$ cat src/rtl/seven_seg_to_hex_reader.sv
// Seven-segment display reader: samples a multiplexed 4-digit 7-segment bus,
// debounces each digit strobe, decodes the segment pattern to a hex nibble and
// assembles complete 4-digit frames.
//
// Ports:
//   clk         - sole clock, rising edge
//   reset       - synchronous active-high reset
//   seg[6:0]    - segments: 0 top, 1 upper-right, 2 lower-right, 3 bottom,
//                 4 lower-left, 5 upper-left, 6 middle
//   dig_en[3:0] - digit strobes, bit i selects hex digit i (bit 3 = MS nibble)
//   hex_value   - last complete decoded frame
//   frame_valid - one-cycle pulse when hex_value updates
//   frame_err   - 1 = at least one digit of the frame was an unknown pattern
//   digit_mask  - digits captured so far in the current frame
module seven_seg_to_hex_reader #(
  parameter int unsigned STABLE_CYCLES = 4,
  parameter bit          ACTIVE_LOW    = 1'b0
) (
  input  logic        clk,
  input  logic        reset,
  input  logic [6:0]  seg,
  input  logic [3:0]  dig_en,
  output logic [15:0] hex_value,
  output logic        frame_valid,
  output logic        frame_err,
  output logic [3:0]  digit_mask
);

  localparam logic [3:0] STABLE_N = 4'(STABLE_CYCLES);

  typedef enum logic [1:0] {IDLE, SETTLE, HOLD} state_t;

  state_t           state, state_n;
  logic [3:0]       count, count_n;
  logic [6:0]       seg_q;
  logic [3:0]       dig_q;
  logic [10:0]      prev_q;
  logic [3:0][3:0]  nib, nib_new;
  logic [3:0]       err_bits, err_new;
  logic [3:0]       mask_new;
  logic [3:0]       dec_nib;
  logic             dec_err;
  logic             one_hot;
  logic             changed;
  logic             capture;

  assign one_hot  = (dig_q != 4'b0000) && ((dig_q & (dig_q - 4'd1)) == 4'b0000);
  assign changed  = ({dig_q, seg_q} != prev_q);
  assign mask_new = digit_mask | dig_q;

  always_comb begin
    dec_nib = 4'h0;
    dec_err = 1'b0;
    case (seg_q)
      7'b0111111: dec_nib = 4'h0;
      7'b0000110: dec_nib = 4'h1;
      7'b1011011: dec_nib = 4'h2;
      7'b1001111: dec_nib = 4'h3;
      7'b1100110: dec_nib = 4'h4;
      7'b1101101: dec_nib = 4'h5;
      7'b1111101: dec_nib = 4'h6;
      7'b0000111: dec_nib = 4'h7;
      7'b1111111: dec_nib = 4'h8;
      7'b1101111: dec_nib = 4'h9;
      7'b1110111: dec_nib = 4'hA;
      7'b1111100: dec_nib = 4'hB;
      7'b0111001: dec_nib = 4'hC;
      7'b1011110: dec_nib = 4'hD;
      7'b1111001: dec_nib = 4'hE;
      7'b1110001: dec_nib = 4'hF;
      default: begin
        dec_nib = 4'h0;
        dec_err = 1'b1;
      end
    endcase
  end

  // dig_q is one-hot whenever capture fires, so only the strobed slot changes.
  always_comb begin
    nib_new = nib;
    err_new = err_bits;
    for (int unsigned i = 0; i < 4; i++) begin
      if (dig_q[i]) begin
        nib_new[i] = dec_nib;
        err_new[i] = dec_err;
      end
    end
  end

  // Next count is computed first; reaching STABLE_N on any path into SETTLE
  // (including straight from IDLE/HOLD with count 1) captures and enters HOLD.
  always_comb begin
    state_n = state;
    count_n = count;
    capture = 1'b0;
    case (state)
      IDLE: begin
        if (one_hot) begin
          state_n = SETTLE;
          count_n = 4'd1;
        end
      end
      SETTLE: begin
        if (!one_hot) begin
          state_n = IDLE;
          count_n = '0;
        end else if (changed) begin
          count_n = 4'd1;
        end else begin
          count_n = count + 4'd1;
        end
      end
      HOLD: begin
        if (changed) begin
          if (!one_hot) begin
            state_n = IDLE;
            count_n = '0;
          end else begin
            state_n = SETTLE;
            count_n = 4'd1;
          end
        end else if (count != '1) begin
          count_n = count + 4'd1;
        end
      end
      default: begin
        state_n = IDLE;
        count_n = '0;
      end
    endcase
    if (state_n == SETTLE && count_n >= STABLE_N) begin
      capture = 1'b1;
      state_n = HOLD;
    end
  end

  always_ff @(posedge clk) begin
    if (reset) begin
      state       <= IDLE;
      count       <= '0;
      seg_q       <= '0;
      dig_q       <= '0;
      prev_q      <= '0;
      nib         <= '0;
      err_bits    <= '0;
      hex_value   <= '0;
      frame_valid <= 1'b0;
      frame_err   <= 1'b0;
      digit_mask  <= '0;
    end else begin
      seg_q       <= ACTIVE_LOW ? ~seg : seg;
      dig_q       <= ACTIVE_LOW ? ~dig_en : dig_en;
      prev_q      <= {dig_q, seg_q};
      state       <= state_n;
      count       <= count_n;
      frame_valid <= 1'b0;
      if (capture) begin
        nib      <= nib_new;
        err_bits <= err_new;
        if (mask_new == 4'b1111) begin
          hex_value   <= nib_new;
          frame_err   <= |err_new;
          frame_valid <= 1'b1;
          digit_mask  <= '0;
        end else begin
          digit_mask  <= mask_new;
        end
      end
    end
  end

endmodule

$ cat config.mk
export PLATFORM = sky130hd
export DESIGN_NAME = seven_seg_to_hex_reader
export DESIGN_NICKNAME = d
export VERILOG_FILES = /design/src/rtl/seven_seg_to_hex_reader.sv
export SDC_FILE = /design/constraint.sdc
export NUM_CORES = 1
export LEC_CHECK = 0
export BUFFER_PORTS_ARGS = -buffer_cell sky130_fd_sc_hd__buf_2
export CAP_MARGIN = 5
export CORE_ASPECT_RATIO = 1.25
export CORE_MARGIN = 2
export CORE_UTILIZATION = 55
export DETAILED_ROUTE_END_ITERATION = 8
export PLACE_DENSITY = 0.76
export SLEW_MARGIN = 10
export SYNTH_ARGS = -nofsm -noshare
export SYNTH_HDL_FRONTEND = slang
export SYNTH_SLANG_ARGS = --single-unit
$ cat constraint.sdc
create_clock -name clk -period 2.65 [get_ports clk]
set_input_delay 0.1325 -clock clk [delete_from_list [all_inputs] [get_ports clk]]
set_output_delay 0.1325 -clock clk [all_outputs]
set_load 0.01 [all_outputs]
==> results of run 1 <==
-- cells by family after synthesis --
| group | synth area share, % |
|---|---|
| AND/OR/NAND/NOR | 19.5 |
| XOR/XNOR | 4.11 |
| buffers and inverters | 6.19 |
| adder cells (fa/ha/maj) | 0.392 |
| AO/OA/AOI/OAI | 16.5 |
| flip-flops | 43.9 |
| multiplexers | 9.40 |
-- flip-flops by register name (all words and copies together), names as in the netlist, 2 cells and up --
register / count
nib: 16
err_bits: 4
seg_q: 7
hex_value: 16
prev_q: 11
digit_mask: 4
count: 4
dig_q: 4
state: 2
-- cell type report --
class	instances	area share, %
sequential	70	38.0
inverter	25	2.54
clock inverter	6	1.93
multi-input combinational	233	43.4
timing repair buffer	51	8.48
tap	66	2.24
clock buffer	10	3.46
-- synth_stat cells, drive strengths merged, types with 2 or more instances --
library cell and count:
a21o 2, a21oi 16, a22oi 2, and3 3
buf 11, clkbuf 12, dfxtp 70, inv 25
mux2i 30, nand2 15, nand2b 6, nand3 5
nand3b 9, nand4 3, nor2 34, nor2b 23
nor3 4, nor4 4, nor4b 2, o2111ai 5
o21a 2, o21ai 12, o22ai 18, o2bb2ai 4
o31ai 2, xnor2 12, xor2 3
-- worst max-delay path, delay by kind of cell (launching register included) --
kind / cells / cell delay (ns)
and+or+nand+nor: 3 / 1.27
AOI/OAI and AO/OA: 3 / 0.68
DFF: 1 / 0.41
-- routing by layer --
layer / GRT usage, % / up-vias / wire length (um)
met5: 0 / - / 0
met4: 9.61 / 0 / 156
met3: 4.40 / 13 / 235
met2: 37.9 / 58 / 3310
met1: 28.3 / 1180 / 2950
li1: - / 1300 / -
-- where the power goes --
group	internal, W	total (W)	switching [W]
sequential	0.00107	0.00110	0.0000322
combinational	0.0000711	0.000154	0.0000828
clock	0.000441	0.000854	0.000414
-- timing repair --
action,4_1_cts,5_1_grt
endpoints found under the hold margin,6,0
setup endpoints to repair,0,13
hold buffers,6,0
gates resized for setup,0,2
-- worst max path at each step --
| stage | startpoint | to | cells after the start |
|---|---|---|---|
| after floorplan | dig_q[2]$_SDFF_PP0_ | nib[13]$_SDFFE_PP0P_ | 8 |
| after global placement | dig_q[1]$_SDFF_PP0_ | frame_err$_SDFFE_PP0P_ | 6 |
| after detailed placement | dig_q[1]$_SDFF_PP0_ | hex_value[2]$_SDFFE_PP0P_ | 6 |
| final | dig_q[1]$_SDFF_PP0_ | hex_value[2]$_SDFFE_PP0P_ | 6 |
| after global routing | dig_q[1]$_SDFF_PP0_ | frame_err$_SDFFE_PP0P_ | 6 |
| after CTS | dig_q[1]$_SDFF_PP0_ | hex_value[14]$_SDFFE_PP0P_ | 6 |
-- through the flow --
stage	hold WS [ns]	setup WS, ns	cell area (um^2)
6_report	0.0225	0.210	3690
5_1_grt	0.0101	0.0227	3690
4_1_cts	0.00654	0.0619	3680
3_5_place_dp	0.344	0.129	3430
3_3_place_gp	0.339	0.284	3430
2_1_floorplan	0.261	0.601	3190
==> metrics.cfg, run 1 <==
[critical_path]
crit_path_max_incr_delay_ns = 0.49
required_ns = 2.92
start_kind = flip-flop
crit_fanout = 13
rr_endpoint = hex_value[2]$_SDFFE_PP0P_
path_class = reg -> reg
endpoint_kind = flip-flop
timing.rr.start = dig_q[1]$_SDFF_PP0_
regToRegSetupSlack_ns = 0.21
reg2reg_depth = 6
crit_arrival_ns = 2.71
crit_chain = nor4b_1 > a211o_2 > and2_1 > o2111ai_1 > nand2b_2 > o22ai_1
cp_slowest_cell = nor4b_1

[clock_network]
cts.clk_slew.worst_paths_ns = 0.08
cts_tree = built
cts_root_buffer = clkbuf_8
cts_buffer_depth = 2
postCtsSetupRepairBufs = 0
numCtsBuffers = 9
cts.sinks = 70
clk_latency_ns = 0.35
cts_max_level = 3

[yosys]
synth_cell_type_count = 51
yosys_warnings = 0
yosysTopAreaCell = dfxtp_1
synth_top_area_share_pct = 43.9
synth_area_um2 = 3190
synth_seq_area_share_pct = 43.9
async_reset_ff_share_pct = 0
synth.area.top_cells = dfxtp_1, mux2i_1, nor2b_1, nor2_1, o22ai_1
postSynthAreaPerCell_um2 = 9.10
ys_ff_latch = 70
synthCells = 351
synthFlopType = dfxtp_1
synth.net_count = 365
synth_edf_count = 0

[die]
row_count = 31
io_pins = 35
die_area_um2 = 6440
fp.coreArea_um2 = 5700
die_x_um = 72.2
initial_core_util_pct = 56.0
die_h_um = 89.2

[final_layout]
drive_gt1_share_pct = 18.5
nets = 404
seq_area_um2 = 1400
fin_cells = 461
antenna_cells = 0
layout_common_cells = dfxtp_1, nor2_1, buf_2
fill_cells = 490
flow.area_growth_from_synthesis_pct = 15.5
final_common_cell = dfxtp_1
multi_input_area_um2 = 1600
fin_util_pct = 64.7

[drt]
wirelength_um = 6650
dr_total_vias = 2551
wl_per_cell_um = 14.4
vias_per_cell = 5.53
ant_nets = 0
post-route-drc-count = 0
dr.pass1.iters = 4
drt_iter0_markers = 170

[grt]
antenna_found_initial = 0
overflow = 0
grt_usage_pct = 22.5
grt_pass1_wl_um = 11100
grt_max_degree = 27
grt_pass1_vias = 2307

[min_path]
hp-start = seg[5]
whs_path_depth = 2
hold_class = in -> reg
hold_end = seg_q[5]$_SDFF_PP0_

[power]
ir_drop_mv = 0.431
power_density_nw_per_um2 = 572
total_power_w = 0.00211
p_leak_nw = 1.50

[timing]
relSlewSlack_pct = 59.9
fin_skew_ns = 0.0116
final.period_utilization_pct = 92.1
rsz0062_at_grt = no
setup_viol_count_final = 0
fin_tns_setup_ns = 0
min_period_ns = 2.44
tightestPinTransition_ns = 0.597
slew_violations = 0
fmax_mhz = 410
finalHoldViolCount = 0

[job]
drv_cap = 0

[placement]
hpwl_um = 4580
gp_congestion = 0.868
port_buffers = 34
dp_cells = 439

[run_status]
status = finished clean

No activity file was read; power rests on OpenSTA's default activity.
==> run 2, diff against run 1 <==
--- a/config.mk
+++ b/config.mk
@@ -11,6 +11,7 @@
 export CORE_MARGIN = 2
 export CORE_UTILIZATION = 55
 export DETAILED_ROUTE_END_ITERATION = 8
+export HOLD_SLACK_MARGIN = 0.15
 export PLACE_DENSITY = 0.76
 export SLEW_MARGIN = 10
 export SYNTH_ARGS = -nofsm -noshare
==> run 2 against run 1 <==
  * Clock skew is 0.0011 ns higher
  * Via count decreased by 0.24%
  * Critical path type unchanged
  * First-iteration DRC count rose by 21%
  * Clock power about the same
  * Count of clock-buffer cells in the layout did not move
  * Design area grew 1.4%
  * Highest routed layer unchanged
  * Combinational power is 4% higher
  * Critical endpoint unchanged
  * Cell count increased by 1.1%
  * Non-clock buffer count up 5
  * Flip-flop and latch count stayed put
  * Hold slack better by 0.18 ns
==> metrics.cfg, run 2 (synthesized netlist as in run 1, its figures left out) <==
[final_layout]
drive_gt1_share_pct = 18.3  ; -0.23 points
fin_util_pct = 65.6  ; +0.88 points
final_area_um2 = 3740  ; +1.4%
antenna_cells = 0  ; unchanged
final_common_cell = dfxtp_1
top_regs = hex_value: 16 flops, nib: 16 flops, prev_q: 11 flops
flow.area_growth_from_synthesis_pct = 17.0
layout_common_cells = dfxtp_1, nor2_1, buf_2
nets = 409  ; +1.2%

[die]
initial_core_util_pct = 56.0  ; unchanged
die_x_um = 72.2  ; unchanged
fp.coreArea_um2 = 5700  ; unchanged
row_count = 31  ; unchanged
io_pins = 35  ; unchanged
die_area_um2 = 6440  ; unchanged
die_h_um = 89.2  ; unchanged

[run_status]
status = finished clean

[timing]
tightestPinTransition_ns = 0.596  ; -0.000925 ns
rsz0062_at_grt = no
setup_viol_count_final = 0  ; unchanged
finalHoldViolCount = 0  ; unchanged
slew_violations = 0  ; unchanged
final.period_utilization_pct = 92.2  ; +0.12 points
fin_tns_setup_ns = 0  ; unchanged
min_period_ns = 2.44  ; +0.00325 ns
fin_skew_ns = 0.0127  ; +0.00113 ns
relSlewSlack_pct = 60.0  ; +0.062 points
fmax_mhz = 409  ; -0.13%

[grt]
grt_max_degree = 27  ; unchanged
grt_pass1_wl_um = 11200  ; +0.93%
grt_usage_pct = 22.8  ; +0.26 points
overflow = 0  ; unchanged
grt_pass1_vias = 2313  ; +0.26%
antenna_found_initial = 0  ; unchanged

[placement]
port_buffers = 34  ; unchanged
hpwl_um = 4580  ; unchanged
gp_congestion = 0.868  ; unchanged
placement.cell_area_um2 = 3430  ; unchanged

[critical_path]
cp_slowest_cell = dfxtp_1
endpoint_kind = flip-flop
start_kind = flip-flop
crit_arrival_ns = 2.71  ; about the same
path_class = reg -> reg
required_ns = 2.92  ; about the same
crit_fanout = 13  ; unchanged
crit_path_max_incr_delay_ns = 0.51  ; +0.02 ns
crit_chain = nor4b_1 > a211o_2 > and2_1 > o2111ai_1 > nand2b_2 > o22ai_1

[clock_network]
postCtsSetupRepairBufs = 0  ; unchanged
numCtsBuffers = 9  ; unchanged
cts_max_level = 3  ; unchanged
cts_buffer_depth = 2  ; unchanged
clk_latency_ns = 0.35  ; about the same
cts_root_buffer = clkbuf_8
cts.sinks = 70  ; unchanged
cts.clk_slew.worst_paths_ns = 0.08  ; about the same
cts_tree = built

[drt]
drt_iter0_markers = 205  ; +21%
ant_nets = 0  ; unchanged
wirelength_um = 6750  ; +1.5%
vias_per_cell = 5.46  ; -1.3%
dr.pass1.iters = 4  ; unchanged
wl_per_cell_um = 14.5  ; +0.41%
post-route-drc-count = 0  ; unchanged
dr_total_vias = 2545  ; -0.24%

[min_path]
hold_class = in -> reg

[power]
ir_drop_mv = 0.431  ; about the same
total_power_w = 0.00212  ; +0.42%
p_leak_nw = 1.52  ; +1.4%
power_density_nw_per_um2 = 567  ; -0.92%

[job]
drv_cap = 0  ; unchanged

-- run 2: cell types whose count changed in the layout (fill, tap and decap cells not counted) --
| cell | change |
|---|---|
| dlygate4sd3_1 | +5 |
-- run 2: critical path, delay by kind of cell, from the launching register on --
family	cells	cell delay, ns
AO/OA/AOI/OAI	3	0.66
flip-flops	1	0.51
AND/OR/NAND/NOR	3	1.17
-- run 2: where the power goes --
group	internal, W	total [W]	switching (W)
logic	0.0000760	0.000160	0.0000840
registers	0.00107	0.00110	0.0000320
clock network	0.000441	0.000857	0.000417
-- run 2: layout make-up --
type | count | area (um^2)
Inverter | 25 | 93.8
Clock inverter | 6 | 71.3
Timing Repair Buffer | 56 | 363
Multi-Input combinational cell | 233 | 1600
Tap cell | 66 | 82.6
Clock buffer | 10 | 128
Sequential cell | 70 | 1400
Fill cell | 491 | 1960
-- run 2: final timing paths --
kind | from | end | slack (ns) | cells past startpoint
max | dig_q[1]$_SDFF_PP0_ | hex_value[2]$_SDFFE_PP0P_ | 0.21 | 6
min | reset | nib[0]$_SDFFE_PP0P_ | 0.20 | 2
max reg2reg | dig_q[1]$_SDFF_PP0_ | hex_value[2]$_SDFFE_PP0P_ | 0.21 | 6
min reg2reg | hex_value[0]$_SDFFE_PP0P_ | hex_value[0]$_SDFFE_PP0P_ | 0.44 | 2
-- run 2: per-layer routing --
metal	routed length (um)	up-vias	share of wire, %	track usage [%]
met5	0	-	0	0
met4	138	0	2.0	9.09
li1	-	1312	-	-
met2	3420	48	51	38.4
met1	2940	1174	44	28.8
met3	258	11	3.8	4.40
-- run 2: metrics by stage --
step / hold WS, ns / setup slack [ns] / instances
floorplan: 0.261 / 0.601 / 351
global placement: 0.339 / 0.284 / 439
detailed placement: 0.344 / 0.129 / 439
CTS: 0.207 / 0.0619 / 466
global route: 0.246 / 0.0226 / 466
finish: 0.204 / 0.207 / 466
-- run 2: what timing repair did --
item | CTS | global route
gates resized for setup | 0 | 2
hold buffers | 11 | 0
hold endpoints to repair | 11 | 0
endpoints found under the setup margin | 0 | 13
